$ cat config.mk
export PLATFORM = sky130hd
export DESIGN_NAME = sfx_scheduler
export DESIGN_NICKNAME = d
export VERILOG_FILES = /design/src/rtl/sfx_scheduler.sv
export SDC_FILE = /design/constraint.sdc
export NUM_CORES = 1
export LEC_CHECK = 0
export BUFFER_PORTS_ARGS = -buffer_cell sky130_fd_sc_hd__clkbuf_2
export CORE_UTILIZATION = 55
export CTS_CLUSTER_DIAMETER = 100
export DETAILED_ROUTE_END_ITERATION = 7
export PLACE_DENSITY = 0.85
export SYNTH_ARGS = -nofsm -noshare
export SYNTH_HDL_FRONTEND = slang
export SYNTH_SLANG_ARGS = --single-unit
$ cat constraint.sdc
create_clock -name clk -period 5.95 [get_ports clk]
set_clock_uncertainty 0.2 [all_clocks]
set_input_delay 0.595 -clock clk [delete_from_list [all_inputs] [get_ports clk]]
set_output_delay 0.595 -clock clk [all_outputs]
set_load 0.05 [all_outputs]
$ cat src/rtl/sfx_scheduler.sv
// sfx_scheduler: shares one PWM duty channel between four sound-effect
// requesters (0 = shot, 1 = invader step, 2 = explosion, 3 = UFO).
// Requests are arbitrated by fixed priority (index 0 highest), a higher
// priority request preempts the playing tone, and the block emits a square
// wave duty word for the downstream PWM generator.
//
// Ports:
//   clk, rst      clock; synchronous active-high reset
//   enable        audio enable; low silences output and flushes requests
//   trig[3:0]     one-cycle request strobes
//   half_period   packed 4 x PERIOD_WIDTH half-periods in clk cycles (0 -> 1)
//   num_toggles   packed 4 x LEN_WIDTH tone lengths in half-periods
//   volume        duty value during the high phase, used live
//   duty          duty word to the PWM generator
//   busy          high while a tone is playing
//   active_id     index of the playing tone, 0 when idle
//   done[3:0]     one-cycle pulse when tone i completes normally
module sfx_scheduler #(
  parameter int unsigned DUTY_WIDTH   = 8,
  parameter int unsigned PERIOD_WIDTH = 16,
  parameter int unsigned LEN_WIDTH    = 12
) (
  input  logic                      clk,
  input  logic                      rst,
  input  logic                      enable,
  input  logic [3:0]                trig,
  input  logic [4*PERIOD_WIDTH-1:0] half_period,
  input  logic [4*LEN_WIDTH-1:0]    num_toggles,
  input  logic [DUTY_WIDTH-1:0]     volume,
  output logic [DUTY_WIDTH-1:0]     duty,
  output logic                      busy,
  output logic [1:0]                active_id,
  output logic [3:0]                done
);

  typedef enum logic {IDLE, PLAY} state_t;

  state_t                  state;
  logic [3:0]              pending;
  logic                    phase;
  logic [PERIOD_WIDTH-1:0] cnt;
  logic [PERIOD_WIDTH-1:0] hp;
  logic [LEN_WIDTH-1:0]    rem;

  logic [3:0]              req;
  logic [1:0]              win;
  logic [PERIOD_WIDTH-1:0] win_hp;
  logic [LEN_WIDTH-1:0]    win_len;
  logic                    start;

  // Arbitration: lowest set request index wins, with its tone fields.
  always_comb begin
    req     = pending | trig;
    win     = 2'd0;
    win_hp  = '0;
    win_len = '0;
    for (int i = 3; i >= 0; i--) begin
      if (req[i]) win = 2'(i);
    end
    for (int i = 0; i < 4; i++) begin
      if (win == 2'(i)) begin
        win_hp  = half_period[i*PERIOD_WIDTH +: PERIOD_WIDTH];
        win_len = num_toggles[i*LEN_WIDTH +: LEN_WIDTH];
      end
    end
    // In PLAY only an equal index (retrigger) or a higher priority may start.
    start = enable && (|req) && ((state == IDLE) || (win <= active_id));
  end

  // Scheduler state machine.
  always_ff @(posedge clk) begin
    if (rst) begin
      state     <= IDLE;
      pending   <= '0;
      phase     <= 1'b0;
      cnt       <= '0;
      hp        <= '0;
      rem       <= '0;
      active_id <= 2'd0;
      done      <= '0;
    end else begin
      done <= '0;
      if (!enable) begin
        state     <= IDLE;
        pending   <= '0;
        phase     <= 1'b0;
        cnt       <= '0;
        active_id <= 2'd0;
      end else begin
        pending <= req;
        if (start) begin
          pending[win] <= 1'b0;
          cnt          <= '0;
          if (win_len == '0) begin
            // Zero-length tone completes immediately without playing.
            state     <= IDLE;
            phase     <= 1'b0;
            active_id <= 2'd0;
            done[win] <= 1'b1;
          end else begin
            state     <= PLAY;
            phase     <= 1'b1;
            hp        <= (win_hp == '0) ? PERIOD_WIDTH'(1) : win_hp;
            rem       <= win_len;
            active_id <= win;
          end
        end else if (state == PLAY) begin
          if (cnt == hp - PERIOD_WIDTH'(1)) begin
            cnt   <= '0;
            phase <= ~phase;
            rem   <= rem - LEN_WIDTH'(1);
            if (rem == LEN_WIDTH'(1)) begin
              state           <= IDLE;
              phase           <= 1'b0;
              active_id       <= 2'd0;
              done[active_id] <= 1'b1;
            end
          end else begin
            cnt <= cnt + PERIOD_WIDTH'(1);
          end
        end
      end
    end
  end

  // Volume is applied live so level changes take effect mid-tone.
  assign busy = (state == PLAY);
  assign duty = (busy && phase) ? volume : '0;

endmodule

Yosys cells after proc, flatten, opt, wreduce, memory -nomap -nowiden
Index checks and enable logic that the tools add are counted.
- add/sub/neg operators: 3
- multipliers: 0
- div/mod/pow operators: 0
- magnitude comparators: 5
- equal/unequal tests: 6
- shifts and indexed selects: 0
- mux-type cells: 43
- bitwise operators: 7
- reduce and logical (&&, ||, !) cells: 19
- operators with widths (operator ; count):
    $mux 12 ; 8
    $mux 16 ; 6
    $mux 4 ; 6
    $mux 2 ; 9
    $add 16x1->16 const B ; 1
    $eq 16x16->1 ; 1
    $logic_not 16->1 ; 1
    $sub 16x1->16 const B ; 1
    $eq 12x1->1 const B ; 1
    $logic_not 12->1 ; 1
    $sub 12x1->12 const B ; 1
    $mux 1 ; 11
    $mux 8 ; 1
    $lt 2x3->1 const B ; 2
    $reduce_and 3->1 ; 2
    $reduce_bool 2->1 ; 3
    $logic_and 1x1->1 ; 5
    $and 4x4->4 ; 1
    $demux 1 s2 ; 2
    $eq 2x2->1 const B ; 2
    $ge 2x1->1 const B ; 2
    $not 1->1 ; 4
    $not 4->4 ; 1
    $or 4x4->4 ; 1
    10 further kinds ; 10
- register bits: 56
- latch bits: 0
- bits in writable memories: 0
- ROM bits: 0
- input port bits: 127
- output and inout port bits: 15
- memories kept: 0

Depth between registers and ports, before layout
Gate-level depths: netlist of the first run.
- depth after elaboration: 13
- depth in mapped cells: 15
- mapped depth without buffers: 12

Worst setup path after synthesis of the first run
OpenSTA, ideal clock, no wires.
- path type: input to register
- start: input trig[2]
- end: register rem[6]
- arrival: 3.318 ns
- path slack: 2.315 ns
- cell stages on the path: 15
- path buffers: 3
- path through: nor2_1 clkbuf_1 clkbuf_1 nand2_1 a21o_1 ha_1 nand2_1 nand2_1 o211a_1 nor2_1 and2_1 and4_4 buf_6 nand4_1 a32o_1
- cells in the longest elaborated chain, start to end: 12
- ends and longest elaborated chain (what ; line ; source):
    start, declared ; 26 ; input logic [3:0] trig,
    $or 4x4->4 * ; 53 ; req = pending | trig;
    $mux 2 (3 in a row) ; 58 ; if (req[i]) win = 2'(i);
    $logic_not 2->1 ; 61 ; if (win == 2'(i)) begin
    $mux 12 (4 in a row) ; 61 ;
    $logic_not 12->1 ; 94 ; if (win_len == '0) begin
    $ne 2x2->1 (no source line) ; n/a ;
    $reduce_and 4->1 (no source line) ; n/a ;
    end signal, assigned ; 104 ; rem <= win_len;
    end signal, assigned ; 111 ; rem <= rem - LEN_WIDTH'(1);
    end, declared ; 43 ; logic [LEN_WIDTH-1:0] rem;
Mark *: on every way between the ends. The rest lies on a longest branch, timed or not. The select of a mux whose other input is x is not followed.
A chain may end at the register's enable or synchronous reset.

Final worst setup path of the first run
- start: register pending[1]
- end: register rem[8]
- cells in the longest elaborated chain, start to end: 11
- ends and longest elaborated chain (what ; line ; source):
    start, declared ; 39 ; logic [3:0] pending;
    start signal, assigned ; 90 ; pending <= req;
    $or 4x4->4 * ; 53 ;
    $mux 2 (2 in a row) ; 58 ;
    $logic_not 2->1 ; 61 ;
    $mux 12 (4 in a row) ; 61 ;
    $logic_not 12->1 ; 94 ;
    $ne 2x2->1 (no source line) ; n/a ;
    $reduce_and 4->1 (no source line) ; n/a ;
Marks and branches as above.

==> results of run 1 <==
==> worst paths after layout <==
kind	from	endpoint	slack [ns]	cells after the start
worst min-delay path	hp[15]	hp[15]	0.32	2
worst max-delay path	pending[1]	rem[8]	1.68	9
worst max register to register	pending[1]	rem[8]	1.68	9
worst min register to register	hp[15]	hp[15]	0.32	2
==> worst min-delay path: cells and delay by family, from the launching register on <==
kind,cells,cell delay (ns)
flip-flops,1,0.34
AND/OR/NAND/NOR,2,0.15
==> cells by family (layout without fill, tap and decap cells) <==
family	Yosys count	after routing	synth area share [%]
and+or+nand+nor	268	268	31.6
DFF	56	56	25.0
xor gates and xnor gates	31	31	6.05
muxes	2	2	0.446
buffers and inverters	57	166	5.24
AOI/OAI and AO/OA	202	202	30.0
adders and majority gates	6	6	1.67
==> area by class of cell <==
class | count | area (µm²) | area share, %
clock inverter | 3 | 27.5 | 0.521
timing repair buffer | 148 | 758 | 14.4
multi-input combinational | 509 | 3140 | 59.5
clock buffer | 5 | 68.8 | 1.30
sequential | 56 | 1120 | 21.2
inverter | 10 | 37.5 | 0.711
tap | 102 | 128 | 2.42
==> Yosys cell counts (3+ instances only) <==
library cell / instances
or2_2: 3
nand4_1: 13
a21oi_1: 48
nand3b_1: 3
xor2_1: 17
a31oi_1: 4
o211ai_1: 3
or4_1: 3
nor2b_1: 4
a211oi_1: 7
or3_1: 3
a221oi_1: 6
nor3_1: 40
nor4_1: 13
dfxtp_1: 56
nor2_1: 64
a31o_2: 18
and2_1: 3
buf_2: 8
clkbuf_1: 32
and3_1: 18
o31a_1: 4
nand3_1: 34
xnor2_1: 14
a32o_1: 8
o21ai_0: 53
inv_1: 10
a22oi_1: 19
ha_1: 6
nand2_1: 43
o22ai_1: 6
o21a_1: 5
buf_1: 5
==> registers in the layout, indices dropped and copies added, names as in the netlist <==
| register | cells |
|---|---|
| active_id | 2 |
| hp | 16 |
| pending | 4 |
| rem | 12 |
| phase | 1 |
| done | 4 |
| cnt | 16 |
| busy | 1 |
==> where the power goes <==
group	leakage [µW]	internal [µW]	switching [µW]	total [µW]
combinational	0.00163	151	209	360
sequential	0.000458	397	31.4	428
clock	0.0000463	86.9	141	228
total	0.00213	635	381	1020
==> metal layers <==
metal / track usage (%) / vias to the layer above / part of all wire (%)
li1: - / 2562 / -
met1: 37.4 / 2470 / 41
met2: 56.0 / 241 / 49
met3: 4.52 / 48 / 6.1
met4: 15.4 / 0 / 3.4
met5: 0 / - / 0
==> placed cells by master (no fill, tap or decap), drive strengths merged, types with 15 or more instances in the layout <==
cell type | Yosys | routed
nand2 | 43 | 43
nand3 | 34 | 34
a31o | 18 | 18
nor3 | 41 | 41
a22oi | 19 | 19
dfxtp | 56 | 56
nor2 | 65 | 65
xor2 | 17 | 17
a21oi | 50 | 50
nor4 | 15 | 15
and3 | 18 | 18
clkbuf | 32 | 146
o21ai | 55 | 55
==> stage by stage <==
stage | total power [µW] | hold WS [ns] | utilization, % | instance area (µm²) | instances
floorplan | 683 | 0.270 | - | 4490 | 622
global placement | 778 | 0.278 | 66.4 | 5180 | 825
detailed placement | 787 | 0.300 | 66.4 | 5180 | 825
CTS | 1000 | 0.321 | 67.6 | 5280 | 833
global route | 1060 | 0.337 | 67.6 | 5280 | 833
finish | 1020 | 0.318 | 67.6 | 5280 | 833
==> summary.md, run 1 <==
| Metric | Value |
|---|---|
| Status | `completed` |
| Setup Total Neg Slack | `0 ns` |
| Ant. Diodes | `0` |
| Top cell type's share of synthesized area | `25.0%` |
| CTS root buffer | `clkbuf_8` |
| Clock Latency Late Sink | `0.32 ns` |
| Synthesized area per cell | `7.22 µm²` |
| Initial core utilization | `57.5%` |
| Required time worst endpoint | `6.02 ns` |
| Most used DFF post-synth | `dfxtp_1` |
| Core Area | `0.00781 mm²` |
| Number of synthesized flops with an enable pin | `0` |
| Die H | `92.4 µm` |
| Seq/Total Area, Yosys | `25.0%` |
| Nets | `863` |
| Detailed placer's ending HPWL | `10400 µm` |
| Worst-path cell chain | `or2_1 > buf_4 > nor2_1 > a221oi_1 > o21ai_0 > or4_4 > o31a_1 > nor2_2 > a32o_1` |
| Period utilisation layout | `71.7%` |
| Endpoints failing hold | `0` |
| CTS tree | `yes` |
| Layout fillers | `698` |
| Top-level I/O count | `142` |
| Worst-Margin Slew | `0.976 ns` |
| Std cell rows | `32` |
| Vias in the first global route | `5093` |
| LEAKAGE | `0.00213 µW` |
| Synth area leader | `dfxtp_1` |
| Initial antenna violation count | `0` |
| Pre-antenna DRT Iters | `5` |
| Min Tclk post-route | `4.27 ns` |
| Via density | `6.39` |
| First-pass GRT wire length | `22300 µm` |
| Crit path kind | `reg -> reg` |
| Cell variety after synth | `67` |
| RSZ-0062 raised after global routing | `false` |
| TritonCTS Buffers | `5` |
| Setup-failing EPs final | `0` |
| Die Wd | `92.4 µm` |
| Slowest CP cell | `dfxtp_1` |
| Final worst slack | `1.68 ns` |
| Gr ovfl total | `0` |
| H-tree levels | `2` |
| HP Class | `reg -> reg` |
| DRC viols | `0` |
| Instance count of the mapped netlist | `622` |
| Ranking of synthesized cells by area | `dfxtp_1 (25%), o21ai_0 (5.9%), a21oi_1 (5.3%), nor2_1 (5.3%), nor3_1 (4.5%)` |
| Clk buf depth | `2` |
| PwrDens | `192 mW/mm²` |
| DP Worst Slack | `1.56 ns` |
| Worst EP arrival | `4.33 ns` |
| Crit end category | `flop` |
| Hold_buf cts | `0` |
| Peak supply drop | `127 µV` |
| Vias after detailed routing | `5321` |
| Worst setup SP type | `flop` |
| FFs w/ async S/R, synth | `0%` |
| Critical path buffer and inverter count | `1` |
| Worst-path fanout max | `20` |
| Final WL | `13800 µm` |
| Largest net degree at the start of global routing | `31` |
| CP top delay family | `simple AND/OR/NAND/NOR gates` |
| Resized cells post-CTS | `0` |
| Port bufs | `141` |
| Final Wtd Congestion | `0.915` |
| Synth Register Bits | `56` |
| Drt initial violations | `295` |
| Slowest stage delay, CP | `0.63 ns` |
| Worst slew margin | `34.5%` |
| Mapped cell area | `0.00449 mm²` |
| Max-cap violations | `0` |
| GR Util All Layers | `31.7%` |
| P&R area growth vs syn | `17.6%` |
| Clock tree sinks | `56` |
| WL per Instance | `16.5 µm` |
| Max Slew Vio Count | `0` |
| Syn Nets | `755` |
| Share of layout cells above drive strength 1 | `26.1%` |
| Reg clk slew, reported paths | `0.12 ns` |
| Die Area | `0.00853 mm²` |
| Fmax achieved | `234 MHz` |
| Ys Warns | `0` |
| Postcts setup bufs | `0` |
| Antenna Nets Post-Route | `0` |
Power figures use the tool's default switching activity.
==> run 2, diff against run 1 <==
--- a/config.mk
+++ b/config.mk
@@ -6,10 +6,10 @@
 export NUM_CORES = 1
 export LEC_CHECK = 0
 export BUFFER_PORTS_ARGS = -buffer_cell sky130_fd_sc_hd__clkbuf_2
-export CORE_UTILIZATION = 55
+export CORE_UTILIZATION = 52
 export CTS_CLUSTER_DIAMETER = 100
 export DETAILED_ROUTE_END_ITERATION = 7
-export PLACE_DENSITY = 0.85
+export PLACE_DENSITY = 0.81
 export SYNTH_ARGS = -nofsm -noshare
 export SYNTH_HDL_FRONTEND = slang
 export SYNTH_SLANG_ARGS = --single-unit
==> constraint.sdc (replaced) <==
create_clock -name clk -period 4 [get_ports clk]
set_clock_uncertainty 0.2 [all_clocks]
set_input_delay 0.4 -clock clk [delete_from_list [all_inputs] [get_ports clk]]
set_output_delay 0.4 -clock clk [all_outputs]
set_load 0.05 [all_outputs]
==> run 2 against run 1 <==
Effect of this change: sequential cell count unchanged; combinational power increased by 54%; sequential share of layout area decreased by 0.36 points; via count increased by 0.68%; maximum frequency increased by 14%; total power increased by 50%; cell area increased by 1.7%; non-clock buffer count increased by 12; critical path depth decreased by 1; wire length increased by 2.0%; setup slack got worse by 1.4 ns; critical path type unchanged; largest cell class unchanged; largest power group unchanged.
==> summary.md, run 2 (synthesized netlist as in run 1, its figures left out) <==
| Metric | Value |
|---|---|
| Status | `completed` |
| Met1 WL | `5600 µm (-1.9%)` |
| Met3 routed WL | `1070 µm (+26%)` |
| Worst setup SP type | `flop` |
| Worst-Margin Slew | `1.04 ns (+0.0618 ns)` |
| TritonCTS Buffers | `5 (unchanged)` |
| First-pass GRT wire length | `22400 µm (+0.28%)` |
| Core Area | `0.00830 mm² (+6.3%)` |
| Clock Latency Late Sink | `0.31 ns (about the same)` |
| Crit end category | `flop` |
| DR WL met2 | `7090 µm (+5.0%)` |
| Endpoints failing hold | `0 (unchanged)` |
| Largest net degree at the start of global routing | `31 (unchanged)` |
| Setup Total Neg Slack | `0 ns (unchanged)` |
| Hold_buf cts | `0 (unchanged)` |
| GR Util All Layers | `31.0% (-0.71 points)` |
| Overall Power | `1520 µW (+50%)` |
| Max-cap violations | `0 (unchanged)` |
| LEAKAGE | `0.00219 µW (+2.7%)` |
| Nets | `875 (+1.4%)` |
| Worst EP arrival | `3.79 ns (-0.54 ns)` |
| Clock tree sinks | `56 (unchanged)` |
| Sw Ratio | `36.4% (-1.1 points)` |
| Top Metal Used | `met4` |
| CTS root buffer | `clkbuf_8` |
| HP Class | `in -> reg` |
| Pre-antenna DRT Iters | `7 (+2)` |
| Final Wtd Congestion | `0.922 (+0.74%)` |
| Die H | `94.9 µm (+2.8%)` |
| Resized cells post-CTS | `0 (unchanged)` |
| Initial core utilization | `54.1% (-3.4 points)` |
| Fmax achieved | `268 MHz (+14%)` |
| CTS tree | `yes` |
| Top-level I/O count | `142 (unchanged)` |
| Final core occ | `64.7% (-2.9 points)` |
| Ant. Diodes | `0 (unchanged)` |
| Die Wd | `94.9 µm (+2.8%)` |
| Clk buf depth | `2 (unchanged)` |
| Detailed placer's ending HPWL | `11000 µm (+5.1%)` |
| Share of layout cells above drive strength 1 | `27.2% (+1.1 points)` |
| Sequential share of power | `41.6% (-0.5 points)` |
| Postcts setup bufs | `0 (unchanged)` |
| Antenna Nets Post-Route | `0 (unchanged)` |
| Worst r2r path cells | `8 (-1)` |
| WL per Instance | `16.6 µm (+0.16%)` |
| Initial antenna violation count | `0 (unchanged)` |
| Peak supply drop | `175 µV (+38%)` |
| Slowest stage delay, CP | `0.62 ns (about the same)` |
| Max Slew Vio Count | `0 (unchanged)` |
| Period utilisation layout | `93.2% (+22 points)` |
| Fin cells | `848 (+1.8%)` |
| Clock Power Share | `21.9% (-0.5 points)` |
| Worst slew margin | `30.4% (-4.1 points)` |
| Required time worst endpoint | `4.06 ns (-1.96 ns)` |
| Worst-path fanout max | `19 (-5.0%)` |
| Final WL | `14000 µm (+2.0%)` |
| Hold Path Stages | `4 (+2)` |
| Vias after detailed routing | `5357 (+0.68%)` |
| Internal | `968 µW (+52%)` |
| P&R area growth vs syn | `19.6%` |
| Vias in the first global route | `4834 (-5.1%)` |
| Port bufs | `141 (unchanged)` |
| Placed cell count | `840 (+1.8%)` |
| Crit path kind | `reg -> reg` |
| PwrDens | `284 mW/mm² (+47%)` |
| Via density | `6.32 (-1.1%)` |
| Reg clk slew, reported paths | `0.10 ns (-0.02 ns)` |
| Gr ovfl total | `0 (unchanged)` |
| Biggest regs | `cnt (16), hp (16), rem (12)` |
| Min Tclk post-route | `3.73 ns (-0.536 ns)` |
| Sw Pwr | `555 µW (+46%)` |
| Std cell rows | `33 (+3.1%)` |
| Worst-path cell chain | `or2_1 > nor2_1 > a221oi_1 > o21ai_0 > or4_4 > o31a_1 > nor2_2 > a32o_1` |
| Setup-failing EPs final | `0 (unchanged)` |
| DRC viols | `0 (unchanged)` |
| Slowest CP cell | `dfxtp_1` |
| RSZ-0062 raised after global routing | `false` |
| Die Area | `0.00901 mm² (+5.6%)` |
| Logic pwr share | `36.4% (+0.9 points)` |
| Most common cell after layout, fill and taps aside | `clkbuf_2` |
| Drt initial violations | `287 (-2.7%)` |
| Most frequent cells in the layout | `clkbuf_2 (141), nor2_1 (62), dfxtp_1 (56)` |
| H-tree levels | `2 (unchanged)` |
-- run 2: path summary, 6_finish.rpt --
kind | startpoint | slack (ns) | to
hold / removal | half_period[53] | 0.30 | hp[5]
setup / recovery | pending[1] | 0.27 | rem[10]
setup reg to reg | pending[1] | 0.27 | rem[10]
hold reg to reg | hp[1] | 0.33 | hp[1]
-- run 2: per-layer routing --
metal / global-route usage [%] / vias up
met5: 0 / -
met4: 9.47 / 0
met3: 4.43 / 27
met2: 55.6 / 249
met1: 37.9 / 2501
li1: - / 2580
-- run 2: layout make-up --
| cell class | instances | area [µm²] |
|---|---|---|
| inverter | 10 | 37.5 |
| timing repair buffer | 160 | 848 |
| sequential | 56 | 1120 |
| clock buffer | 7 | 86.3 |
| tap | 105 | 131 |
| clock inverter | 1 | 7.51 |
| multi-input combinational | 509 | 3140 |
| fill | 785 | 2930 |
-- run 2: stage by stage --
step | setup WS, ns | area [µm²] | hold WS (ns)
after floorplan | 0.560 | 4490 | 0.270
after global placement | 0.498 | 5280 | 0.278
after detailed placement | 0.301 | 5280 | 0.292
after CTS | 0.329 | 5370 | 0.308
after global routing | 0.0610 | 5370 | 0.314
final | 0.271 | 5370 | 0.304
-- run 2: critical path: cells and delay by family, from the launching register on --
kind / cells / cell delay [ns]
DFF: 1 / 0.62
AOI/OAI and AO/OA: 4 / 1.24
and+or+nand+nor: 4 / 1.62
-- run 2: power groups by stage --
stage / sequential [µW] / combinational [µW] / clock [µW]
finish: 634 / 555 / 334
global route: 638 / 609 / 355
CTS: 632 / 549 / 330
detailed placement: 645 / 545 / 0
global placement: 644 / 533 / 0
floorplan: 633 / 382 / 0
==> run 3, diff against run 2 <==
--- a/config.mk
+++ b/config.mk
@@ -6,10 +6,10 @@
 export NUM_CORES = 1
 export LEC_CHECK = 0
 export BUFFER_PORTS_ARGS = -buffer_cell sky130_fd_sc_hd__clkbuf_2
-export CORE_UTILIZATION = 52
+export CORE_UTILIZATION = 55
 export CTS_CLUSTER_DIAMETER = 100
 export DETAILED_ROUTE_END_ITERATION = 7
-export PLACE_DENSITY = 0.81
+export PLACE_DENSITY = 0.85
 export SYNTH_ARGS = -nofsm -noshare
 export SYNTH_HDL_FRONTEND = slang
 export SYNTH_SLANG_ARGS = --single-unit
==> constraint.sdc (replaced) <==
create_clock -name clk -period 4.8 [get_ports clk]
set_clock_uncertainty 0.2 [all_clocks]
set_input_delay 0.48 -clock clk [delete_from_list [all_inputs] [get_ports clk]]
set_output_delay 0.48 -clock clk [all_outputs]
set_load 0.05 [all_outputs]
==> run 3 against run 2 <==
Effect of this change: hold slack improved by 0.015 ns; via count up 0.45%; wire length shrank 2.0%; core utilization increased by 3.0 points; first-iteration DRC count is 59% higher; sequential cell count unchanged; die area down 5.3%; cell count decreased by 1.5%.
==> summary.md, run 3 (synthesized netlist as in run 1, its figures left out) <==
| Metric | Value |
|---|---|
| Status | `completed` |
| Reg clk slew, reported paths | `0.10 ns (about the same)` |
| Nets | `865 (-1.1%)` |
| Vias in the first global route | `5027 (+4.0%)` |
| Die Area | `0.00853 mm² (-5.3%)` |
| Worst Hold Launch | `rem[7]` |
| RSZ-0062 raised after global routing | `false` |
| Crit end category | `flop` |
| Most frequent cells in the layout | `clkbuf_2 (141), nor2_1 (62), dfxtp_1 (56)` |
| Worst r2r path cells | `8 (unchanged)` |
| Layout fillers | `694 (-12%)` |
| Die H | `92.4 µm (-2.7%)` |
| Crit path capture | `rem[10]` |
| Top-level I/O count | `142 (unchanged)` |
| RR Startpoint | `pending[1]` |
| Clock Latency Late Sink | `0.31 ns (about the same)` |
| TritonCTS Buffers | `5 (unchanged)` |
| Reg-to-Reg End | `rem[10]` |
| Vias after detailed routing | `5381 (+0.45%)` |
| Overall Power | `1240 µW (-19%)` |
| Peak supply drop | `235 µV (+34%)` |
| Share of layout cells above drive strength 1 | `26.2% (-0.99 points)` |
| Max-cap violations | `0 (unchanged)` |
| Min Tclk post-route | `4.03 ns (+0.297 ns)` |
| Final WL | `13800 µm (-2.0%)` |
| Crit path launch | `pending[1]` |
| Initial antenna violation count | `0 (unchanged)` |
| Fin cells | `835 (-1.5%)` |
| Fmax achieved | `248 MHz (-7.4%)` |
| Std cell rows | `32 (-3.0%)` |
| Resized cells post-CTS | `0 (unchanged)` |
| Worst EP arrival | `4.08 ns (+0.29 ns)` |
| HP Class | `reg -> reg` |
| Via density | `6.44 (+2.0%)` |
| Hold Path Stages | `1 (-3)` |
| FF-to-FF setup slack | `0.77 ns (+0.50 ns)` |
| Detailed placer's ending HPWL | `10500 µm (-4.3%)` |
| CTS root buffer | `clkbuf_8` |
| Port bufs | `141 (unchanged)` |
| Initial core utilization | `57.5% (+3.4 points)` |
| Period utilisation layout | `83.9% (-9.3 points)` |
| Placed cell count | `827 (-1.5%)` |
| Biggest regs | `cnt (16), hp (16), rem (12)` |
| Worst-path fanout max | `22 (+3)` |
| LEAKAGE | `0.00214 µW (-2.4%)` |
| Ant. Diodes | `0 (unchanged)` |
| Worst slew margin | `32.9% (+2.5 points)` |
| Seq. cell area | `0.00112 mm² (unchanged)` |
| H-tree levels | `2 (unchanged)` |
| Core Area | `0.00781 mm² (-5.9%)` |
| Multi-input combinational cell area | `0.00314 mm² (unchanged)` |
| Endpoints failing hold | `0 (unchanged)` |
| GR Util All Layers | `31.9% (+0.94 points)` |
| Gr ovfl total | `0 (unchanged)` |
| DRC viols | `0 (unchanged)` |
| Worst-Margin Slew | `1.00 ns (-0.0377 ns)` |
| Postcts setup bufs | `0 (unchanged)` |
| Drt initial violations | `455 (+59%)` |
| Final Wtd Congestion | `0.986 (+6.9%)` |
| Die Wd | `92.4 µm (-2.7%)` |
| First-pass GRT wire length | `22400 µm (+0.40%)` |
| Max Slew Vio Count | `0 (unchanged)` |
| Clk buf depth | `2 (unchanged)` |
| PwrDens | `234 mW/mm² (-17%)` |
| Antenna Nets Post-Route | `0 (unchanged)` |
| Clock tree sinks | `56 (unchanged)` |
| Most common cell after layout, fill and taps aside | `clkbuf_2` |
| P&R area growth vs syn | `17.7%` |
| Setup-failing EPs final | `0 (unchanged)` |
| Required time worst endpoint | `4.86 ns (+0.80 ns)` |
| Worst setup SP type | `flop` |
| Crit path kind | `reg -> reg` |
| Setup Total Neg Slack | `0 ns (unchanged)` |
| Hold_buf cts | `0 (unchanged)` |
| Largest net degree at the start of global routing | `31 (unchanged)` |
| Pre-antenna DRT Iters | `5 (-2)` |
| CTS tree | `yes` |
| WL per Instance | `16.5 µm (-0.47%)` |
==> run 3: layer usage <==
metal	part of all wire, %	wire length [µm]	track usage (%)	vias up
met5	0	0	0	-
met4	3.0	416	12.8	0
met3	7.0	957	4.19	43
met2	50	6810	56.7	275
met1	40	5570	38.7	2504
li1	-	-	-	2559
==> run 3: worst min-delay path by stage <==
| stage | to | slack, ns |
|---|---|---|
| final | rem[7] | 0.32 |
| after global routing | rem[7] | 0.34 |
| after CTS | rem[7] | 0.32 |
| after detailed placement | rem[7] | 0.30 |
| after global placement | rem[7] | 0.28 |
| after floorplan | rem[10] | 0.27 |
==> run 3: worst max-delay path, cell delays in order, from the launching register on <==
cell      delay [ns]
dfxtp_1         0.63
or2_1           0.60
nor2_1          0.29
a221oi_1        0.30
o21ai_0         0.17
or4_4           0.60
o31a_1          0.56
nor2_2          0.38
a32o_1          0.23
==> run 3: per-stage QoR <==
step / utilization [%] / instance area [µm²] / hold WS (ns) / worst slack (ns)
CTS: 67.7 / 5290 / 0.320 / 0.861
detailed placement: 66.6 / 5200 / 0.297 / 0.773
global placement: 66.6 / 5200 / 0.279 / 0.961
global route: 67.7 / 5290 / 0.341 / 0.562
floorplan: - / 4490 / 0.270 / 1.28
finish: 67.7 / 5290 / 0.319 / 0.774
==> run 3: power by group <==
group | internal, µW | switching, µW
combinational | 189 | 260
clock | 104 | 155
sequential | 492 | 39.2
==> run 3: layout make-up <==
type	instances	area share, %
inverter	10	0.710
sequential	56	21.2
clock inverter	2	0.308
multi-input combinational	509	59.4
timing repair buffer	150	14.6
clock buffer	6	1.37
tap	102	2.41
